==> src/rtl/reg_window_sel.sv <==
// reg_window_sel: registered A/C/J register-address selector with a bounded, flagged window pointer.
module reg_window_sel #(
  parameter int AW       = 4,
  parameter int PX_W     = 4,
  parameter int PX_MAX   = 12,
  parameter int WIN_STEP = 4,
  parameter int LR_IDX   = 14,
  parameter int PC_IDX   = 15,
  parameter int SP_IDX   = 7
) (
  input  logic            clk,
  input  logic            reset,
  input  logic [31:0]     ir,
  input  logic [1:0]      ma,
  input  logic [2:0]      mc,
  input  logic [1:0]      mj,
  input  logic            win_push,
  input  logic            win_pop,
  input  logic            stall,
  input  logic            clr_flags,
  output logic [AW-1:0]   addr_a,
  output logic [AW-1:0]   addr_c,
  output logic [AW-1:0]   addr_j,
  output logic [PX_W-1:0] px,
  output logic            out_valid,
  output logic            win_ovf,
  output logic            win_unf
);
  localparam logic [AW-1:0]   PC = AW'(PC_IDX);
  localparam logic [AW-1:0]   LR = AW'(LR_IDX);
  localparam logic [AW-1:0]   SP = AW'(SP_IDX);
  localparam logic [PX_W-1:0] STEP = PX_W'(WIN_STEP);
  // one extra bit so px + step cannot wrap before the limit check
  localparam logic [PX_W:0]   STEP_X = (PX_W+1)'(WIN_STEP);
  localparam logic [PX_W:0]   MAX_X  = (PX_W+1)'(PX_MAX);
  logic [AW-1:0]   addr_a_q, addr_a_d, addr_c_q, addr_c_d, addr_j_q, addr_j_d;
  logic [PX_W-1:0] px_q, px_d;
  logic            valid_q, valid_d, ovf_q, ovf_d, unf_q, unf_d;
  logic [AW-1:0]   f_rs, f_rd, f_rm, f_win;
  logic            push_ev, pop_ev, push_ok, pop_ok;
  always_comb begin
    f_rs     = AW'(ir[19:16]);
    f_rd     = AW'(ir[15:12]);
    f_rm     = AW'(ir[3:0]);
    f_win    = f_rd + AW'(px_q);
    push_ev  = win_push & ~win_pop & ~stall;
    pop_ev   = win_pop & ~win_push & ~stall;
    push_ok  = ({1'b0, px_q} + STEP_X) <= MAX_X;
    pop_ok   = {1'b0, px_q} >= STEP_X;
    addr_a_d = stall ? addr_a_q : ma == 2'd0 ? f_rs : ma == 2'd1 ? f_win : ma == 2'd2 ? PC : addr_a_q;
    addr_c_d = stall ? addr_c_q : mc == 3'd0 ? f_win : mc == 3'd1 ? f_rs : mc == 3'd2 ? LR :
               mc == 3'd3 ? PC : mc == 3'd4 ? SP : addr_c_q;
    addr_j_d = stall ? addr_j_q : mj == 2'd0 ? f_rm : mj == 2'd1 ? SP : mj == 2'd2 ? f_rd : addr_j_q;
    px_d     = (push_ev && push_ok) ? px_q + STEP : (pop_ev && pop_ok) ? px_q - STEP : px_q;
    ovf_d    = (push_ev & ~push_ok) | (ovf_q & ~clr_flags);
    unf_d    = (pop_ev & ~pop_ok) | (unf_q & ~clr_flags);
    valid_d  = ~stall;
  end
  always_ff @(posedge clk) begin
    if (reset) begin
      addr_a_q <= '0;
      addr_c_q <= '0;
      addr_j_q <= '0;
      px_q     <= '0;
      valid_q  <= 1'b0;
      ovf_q    <= 1'b0;
      unf_q    <= 1'b0;
    end else begin
      addr_a_q <= addr_a_d;
      addr_c_q <= addr_c_d;
      addr_j_q <= addr_j_d;
      px_q     <= px_d;
      valid_q  <= valid_d;
      ovf_q    <= ovf_d;
      unf_q    <= unf_d;
    end
  end
  assign addr_a    = addr_a_q;
  assign addr_c    = addr_c_q;
  assign addr_j    = addr_j_q;
  assign px        = px_q;
  assign out_valid = valid_q;
  assign win_ovf   = ovf_q;
  assign win_unf   = unf_q;
endmodule

==> config.mk <==
export PLATFORM = sky130hd
export DESIGN_NAME = reg_window_sel
export DESIGN_NICKNAME = d
export VERILOG_FILES = /design/src/rtl/reg_window_sel.sv
export SDC_FILE = /design/constraint.sdc
export NUM_CORES = 1
export LEC_CHECK = 0
export ABC_AREA = 0
export CAP_MARGIN = 0
export CORE_ASPECT_RATIO = 1.4
export CORE_MARGIN = 5
export CORE_UTILIZATION = 37
export DETAILED_ROUTE_END_ITERATION = 10
export HOLD_SLACK_MARGIN = 0.12
export PLACE_DENSITY_LB_ADDON = 0.05
export SLEW_MARGIN = 20
export SYNTH_ARGS = -nofsm -noshare
export SYNTH_HDL_FRONTEND = slang
export SYNTH_SLANG_ARGS = --single-unit
==> constraint.sdc <==
create_clock -name clk -period 4.4 [get_ports clk]
set_input_delay 0.88 -clock clk [delete_from_list [all_inputs] [get_ports clk]]
set_output_delay 0.88 -clock clk [all_outputs]
set_load 0.01 [all_outputs]
==> run_results.csv, run 1 <==
group,metric,value,unit
synth,synth-edff-count,0,
placed_design,dp_hpwl,1940,µm
synth,postSynthCellCount,100,
power,vdd.ir_drop.worst,166,µV
global_routing,groute.layer.met2.usage,27.8,%
sta,grt_setup_unrepaired,"false",
synth,post_synthesis_cell_type_with_the_largest_combined_area,"dfxtp_1",
sta,hold_viol,0,
worst_setup_path,crit-reg2reg-launch,"px[2]",
floorplan,core.rowCount,21,
worst_setup_path,critical_path.max_fanout,15,
sta,final_critical_path_share_of_the_clock_period,55.5,%
global_routing,global_route_wire_length_before_repair,4160,µm
synth,synth.top_cells.by_count,"dfxtp_1 (17), nor2_1 (15), a21oi_1 (7)",
worst_setup_path,req_time_crit_path,4.62,ns
clock_network,cts.reportedPaths.clkPinSlew,0.10,ns
synth,ys_seq_elements,17,
run,number_of_max_cap_violations,0,
worst_setup_path,r2r_slack,2.70,ns
clock_network,postCtsSetupRepairBufs,0,
floorplan,design.die.area,0.00356,mm²
drt,dr.first_iter.drc_count,19,
worst_setup_path,crit_type,"in -> reg",
worst_setup_path,reg2reg_to,"px[3]",
sta,finClkSkew,0.00288,ns
drt,routed_wl,2520,µm
clock_network,clk_path_buf_depth,2,
drt,routedWlPerCell,15.4,µm
worst_setup_path,worst_path_largest_cell_delay,0.72,ns
clock_network,cts.hold.buffers_added,0,
drt,route.detailed.drc,0,
synth,async_flop_share,0,%
placed_design,routability_congestion_estimate,0.762,
synth,ys.warnings.count,0,
global_routing,number_of_antenna_violations_at_the_first_check_in_global_routing,0,
synth,number_of_unique_standard_cell_types_used_by_synthesis,32,
worst_setup_path,start_kind,"primary input",
outcome,outcome,"completed",
global_routing,grt_max_degree,18,
sta,tightestPinTransition,0.653,ns
drt,dr_total_vias,873,
placed_design,numPortBuffers,41,
sta,finalSetupViolCount,0,
clock_network,clock_sinks,17,
min_path,worstHoldStart,"win_unf",
global_routing,grt_busiest_layer,"met2",
sta,setup-tns-final,0,ns
global_routing,grt_use_met3,3.66,%
synth,synth_flop_cell,"dfxtp_1",
clock_network,cts_tree,"done",
drt,first_pass_iters,2,
floorplan,initial_utilization,38.4,%
drt,route.detailed.vias_per_inst,5.36,
synth,mean_post_synth_cell_area,9.08,µm²
layout,area_growth,46.6,%
clock_network,cts.htree.levels,1,
floorplan,fp.dieW,51.9,µm
global_routing,grt.met1_usage,17.4,%
min_path,hold_path_class,"reg -> reg",
global_routing,grt_remaining_overflow,0,
layout,layout-drive-gt1-share,8.57,%
power,power.density_cell_area,267,mW/mm²
worst_setup_path,arrival,2.66,ns
power,cellLeakagePower,0.510,nW
clock_network,clk-insertion-delay-late,0.29,ns
worst_setup_path,critPathCapture,"px[3]",
drt,post_detailed_route_count_of_antenna_violating_nets,0,
clock_network,cts_resized,0,
synth,netlist_area,908,µm²
clock_network,cts_inserted_buffers,3,
synth,synthDominantCellAreaShare,37.5,%
layout,antenna_diodes,0,
worst_setup_path,timing.critical_path.max_delay_family,"buffers and inverters",
worst_setup_path,worst-path-buf-inv,1,
global_routing,gr-usage-all-layers,15.6,%
worst_setup_path,timing.critical_path.from,"stall",
sta,maxSlewHeadroom,56.3,%
worst_setup_path,cp-end-kind,"register",
floorplan,core-area,0.00236,mm²
sta,final.min_clock_period,2.44,ns
global_routing,via_count_of_the_first_global_routing_pass,916,
worst_setup_path,timing.critical_path.cells,"clkdlybuf4s50_1 -> nor4b_2 -> mux2_2 -> a31oi_1",
clock_network,clockRootBuffer,"clkbuf_4",
floorplan,io-pin-count,64,
worst_setup_path,timing.critical_path.slowest_stage_cell,"clkdlybuf4s50_1",
layout,finish.net_count,189,
power,fin_total_pwr,0.356,mW
sta,max_freq,409,MHz
floorplan,dieHeight,68.6,µm
sta,slew_violations,0,
synth,synth.yosys.seq_area_share,37.5,%
worst_setup_path,worstRegToRegCells,5,
synth,post-synth-top-count-cell,"dfxtp_1",
worst_setup_path,path_depth,4,
synth,largest_cells_by_area_after_synthesis,"dfxtp_1 (37%), mux2_2 (7.4%), nor2_1 (6.2%), a211oi_1 (5.0%), ha_1 (4.1%)",
tightest hold or removal path: cells and delay by family, from the launching register on:
family	cells	cell delay [ns]
DFF	1	0.32
and+or+nand+nor	1	0.06
AOI/OAI and AO/OA	1	0.05
power by group:
| group | leakage (nW) | internal (mW) | switching (mW) |
|---|---|---|---|
| logic | 0.352 | 0.0575 | 0.0417 |
| clock network | 0.0177 | 0.0338 | 0.0510 |
| registers | 0.141 | 0.165 | 0.00698 |
worst min-delay path by stage:
| stage | to | slack (ns) | depth (start not counted) |
|---|---|---|---|
| 6_report | win_unf | 0.47 | 2 |
| 5_1_grt | win_unf | 0.52 | 2 |
| 4_1_cts | win_unf | 0.47 | 2 |
| 3_5_place_dp | win_unf | 0.45 | 2 |
| 3_3_place_gp | win_unf | 0.45 | 2 |
| 2_1_floorplan | win_unf | 0.48 | 2 |
flip-flops by register name, summed over array words and instances, names as in the netlist:
signal / flops
addr_a: 4
addr_c: 4
addr_j: 4
px: 2
out_valid: 1
win_ovf: 1
win_unf: 1
per-layer routing:
layer,wire [µm],vias up
li1,-,444
met1,973,396
met2,1330,29
met3,177,4
met4,29,0
met5,0,-
area by class of cell:
class / count / area (µm²)
clock buffers: 3 / 22.5
repair buffers: 41 / 410
inverters: 5 / 18.8
fillers: 218 / 1030
clock inverters: 1 / 5.00
flip-flops and latches: 17 / 340
multi-input cells: 73 / 505
well taps: 23 / 28.8
placed cells by master, fill, tap and decap left out, drive strengths merged:
cell / instances
clkdlybuf4s50: 41
or3: 1
xnor3: 1
mux2i: 3
a21o: 1
clkinv: 1
conb: 2
nand2b: 2
nor4: 2
inv: 5
nor3: 5
nor2b: 2
nor2: 15
a32oi: 1
ha: 3
nor4b: 2
o21ai: 2
clkbuf: 3
nand2: 3
a211oi: 6
mux2: 6
a31oi: 1
o32ai: 3
dfxtp: 17
a21oi: 7
o22ai: 2
o311a: 1
nand4: 1
o21a: 1
cells by family (layout without fill, tap and decap cells):
kind of cell    after synthesis  after routing  synth area share, %
mux                           9              9                 10.7
fa+ha+maj                     3              3                 4.13
compound gates               25             25                 18.6
simple gates                 33             33                 18.9
xor+xnor                      1              1                 2.48
buf+inv                      11             50                 7.30
other cells                   1              2                0.413
flops                        17             17                 37.5
metrics by stage:
stage	cells	hold slack, ns	cell area [µm²]	setup WS [ns]	utilization [%]
6_report	163	0.467	1330	1.96	56.3
5_1_grt	163	0.523	1330	1.84	56.3
4_1_cts	163	0.469	1330	1.97	56.3
3_5_place_dp	159	0.454	1300	1.65	55.1
3_3_place_gp	159	0.450	1300	1.70	55.1
2_1_floorplan	101	0.483	912	2.61	-
(Power assumes the default switching activity.)
==> run 2, diff against run 1 <==
--- a/config.mk
+++ b/config.mk
@@ -9,7 +9,7 @@
 export CAP_MARGIN = 0
 export CORE_ASPECT_RATIO = 1.4
 export CORE_MARGIN = 5
-export CORE_UTILIZATION = 37
+export CORE_UTILIZATION = 34
 export DETAILED_ROUTE_END_ITERATION = 10
 export HOLD_SLACK_MARGIN = 0.12
 export PLACE_DENSITY_LB_ADDON = 0.05
==> constraint.sdc (replaced) <==
create_clock -name clk -period 2.3 [get_ports clk]
set_input_delay 0.46 -clock clk [delete_from_list [all_inputs] [get_ports clk]]
set_output_delay 0.46 -clock clk [all_outputs]
set_load 0.01 [all_outputs]
==> run 2 against run 1 <==
Power increased by 90%. Non-clock buffer count increased by 1. Highest routed layer unchanged. Clock skew increased by 0.0017 ns. Largest power group unchanged. Combinational power increased by 93%. Sequential power increased by 91%. Critical path type is now reg -> out.
==> run_results.csv, run 2 (synthesis gave the netlist of run 1 again) <==
group,metric,value,unit
clock_network,cts_resized,0,
worst_setup_path,critical_path.max_fanout,6,
placed_design,dp.cells,173,
run,number_of_max_cap_violations,0,
min_path,hold_path_class,"reg -> reg",
clock_network,clock_sinks,17,
worst_setup_path,timing.critical_path.cells,"clkdlybuf4s50_1",
global_routing,global_route_wire_length_before_repair,3950,µm
clock_network,cts_inserted_buffers,3,
placed_design,placedInstanceArea,0.00133,mm²
floorplan,initial_utilization,35.1,%
clock_network,clk-insertion-delay-late,0.28,ns
layout,mostFrequentLayoutCells,"clkdlybuf4s50_1 (41), dfxtp_1 (17), nor2_1 (15)",
placed_design,routability_congestion_estimate,0.784,
worst_setup_path,crit_type,"reg -> out",
layout,fill_cells,275,
worst_setup_path,arrival,1.31,ns
worst_setup_path,start_kind,"register",
clock_network,postCtsSetupRepairBufs,0,
power,vdd.ir_drop.worst,330,µV
sta,hold_viol,0,
worst_setup_path,cp-end-kind,"output pin",
layout,layout.cells.most_common,"clkdlybuf4s50_1",
floorplan,core.rowCount,22,
sta,setup-tns-final,0,ns
sta,slew_violations,0,
floorplan,io-pin-count,64,
power,power.density_cell_area,500,mW/mm²
global_routing,gr-usage-all-layers,13.6,%
sta,finClkSkew,0.00456,ns
placed_design,numPortBuffers,41,
global_routing,grt_max_degree,18,
global_routing,via_count_of_the_first_global_routing_pass,932,
placed_design,dp_hpwl,1920,µm
drt,post_detailed_route_count_of_antenna_violating_nets,0,
clock_network,clockRootBuffer,"clkbuf_4",
clock_network,clk_path_buf_depth,2,
drt,dr.first_iter.drc_count,6,
drt,first_pass_iters,3,
drt,route.detailed.drc,0,
layout,finish.net_count,190,
floorplan,dieHeight,71.2,µm
clock_network,cts.reportedPaths.clkPinSlew,0.10,ns
worst_setup_path,timing.critical_path.max_delay_family,"buffers and inverters",
sta,max_freq,566,MHz
clock_network,cts.htree.levels,1,
sta,finalSetupViolCount,0,
global_routing,number_of_antenna_violations_at_the_first_check_in_global_routing,0,
drt,dr_total_vias,895,
sta,final.min_clock_period,1.77,ns
layout,layout-drive-gt1-share,8.51,%
floorplan,fp.dieW,53.7,µm
drt,routedWlPerCell,13.8,µm
worst_setup_path,worst-path-buf-inv,1,
worst_setup_path,req_time_crit_path,1.84,ns
worst_setup_path,timing.critical_path.slowest_stage_cell,"clkdlybuf4s50_1",
sta,final_critical_path_share_of_the_clock_period,76.8,%
drt,route.detailed.vias_per_inst,5.06,
clock_network,cts.hold.buffers_added,0,
layout,final_cell_count_no_fill,177,
layout,area_growth,49.0,%
power,cellLeakagePower,0.512,nW
worst_setup_path,r2r_slack,0.60,ns
layout,antenna_diodes,0,
drt,routed_wl,2440,µm
sta,maxSlewHeadroom,54.6,%
clock_network,cts_tree,"done",
layout,post_route_cell_area,0.00135,mm²
worst_setup_path,worst_path_largest_cell_delay,0.58,ns
floorplan,core-area,0.00259,mm²
sta,tightestPinTransition,0.679,ns
sta,grt_setup_unrepaired,"false",
outcome,outcome,"completed",
floorplan,design.die.area,0.00382,mm²
global_routing,grt_remaining_overflow,0,
-- run 2: stage by stage --
stage | total power [mW] | hold slack, ns | worst slack [ns] | utilization [%]
finish | 0.677 | 0.464 | 0.533 | 52.3
global route | 0.720 | 0.483 | 0.454 | 52.3
CTS | 0.687 | 0.467 | 0.518 | 52.3
detailed placement | 0.528 | 0.452 | 0.265 | 51.3
global placement | 0.526 | 0.450 | 0.316 | 51.3
floorplan | 0.424 | 0.483 | 0.731 | -
-- run 2: routing by layer --
metal | vias up | global-route usage (%) | share of wire, % | wire, µm
li1 | 446 | - | - | -
met1 | 420 | 14.7 | 40 | 973
met2 | 27 | 24.3 | 52 | 1280
met3 | 2 | 2.95 | 6.9 | 169
met4 | 0 | 5.97 | 0.86 | 21
met5 | - | 0 | 0 | 0
-- run 2: final timing paths --
path / endpoint / depth (start not counted) / start
worst max-delay path: px[2] / 1 / px[2]
worst min-delay path: win_unf / 2 / win_unf
worst max register to register: px[3] / 5 / px[2]
worst min register to register: win_unf / 2 / win_unf
-- run 2: power by group --
group / leakage [nW] / switching (mW) / total, mW / internal, mW
clock: 0.0150 / 0.0898 / 0.157 / 0.0673
sequential: 0.141 / 0.0124 / 0.328 / 0.315
combinational: 0.357 / 0.0806 / 0.192 / 0.111
-- run 2: layout make-up --
type	instances	area [µm²]	area share, %
Inverter	5	18.8	1.39
Timing Repair Buffer	42	418	30.9
Clock buffer	4	26.3	1.94
Tap cell	36	45.0	3.33
Multi-Input combinational cell	73	505	37.3
Sequential cell	17	340	25.1
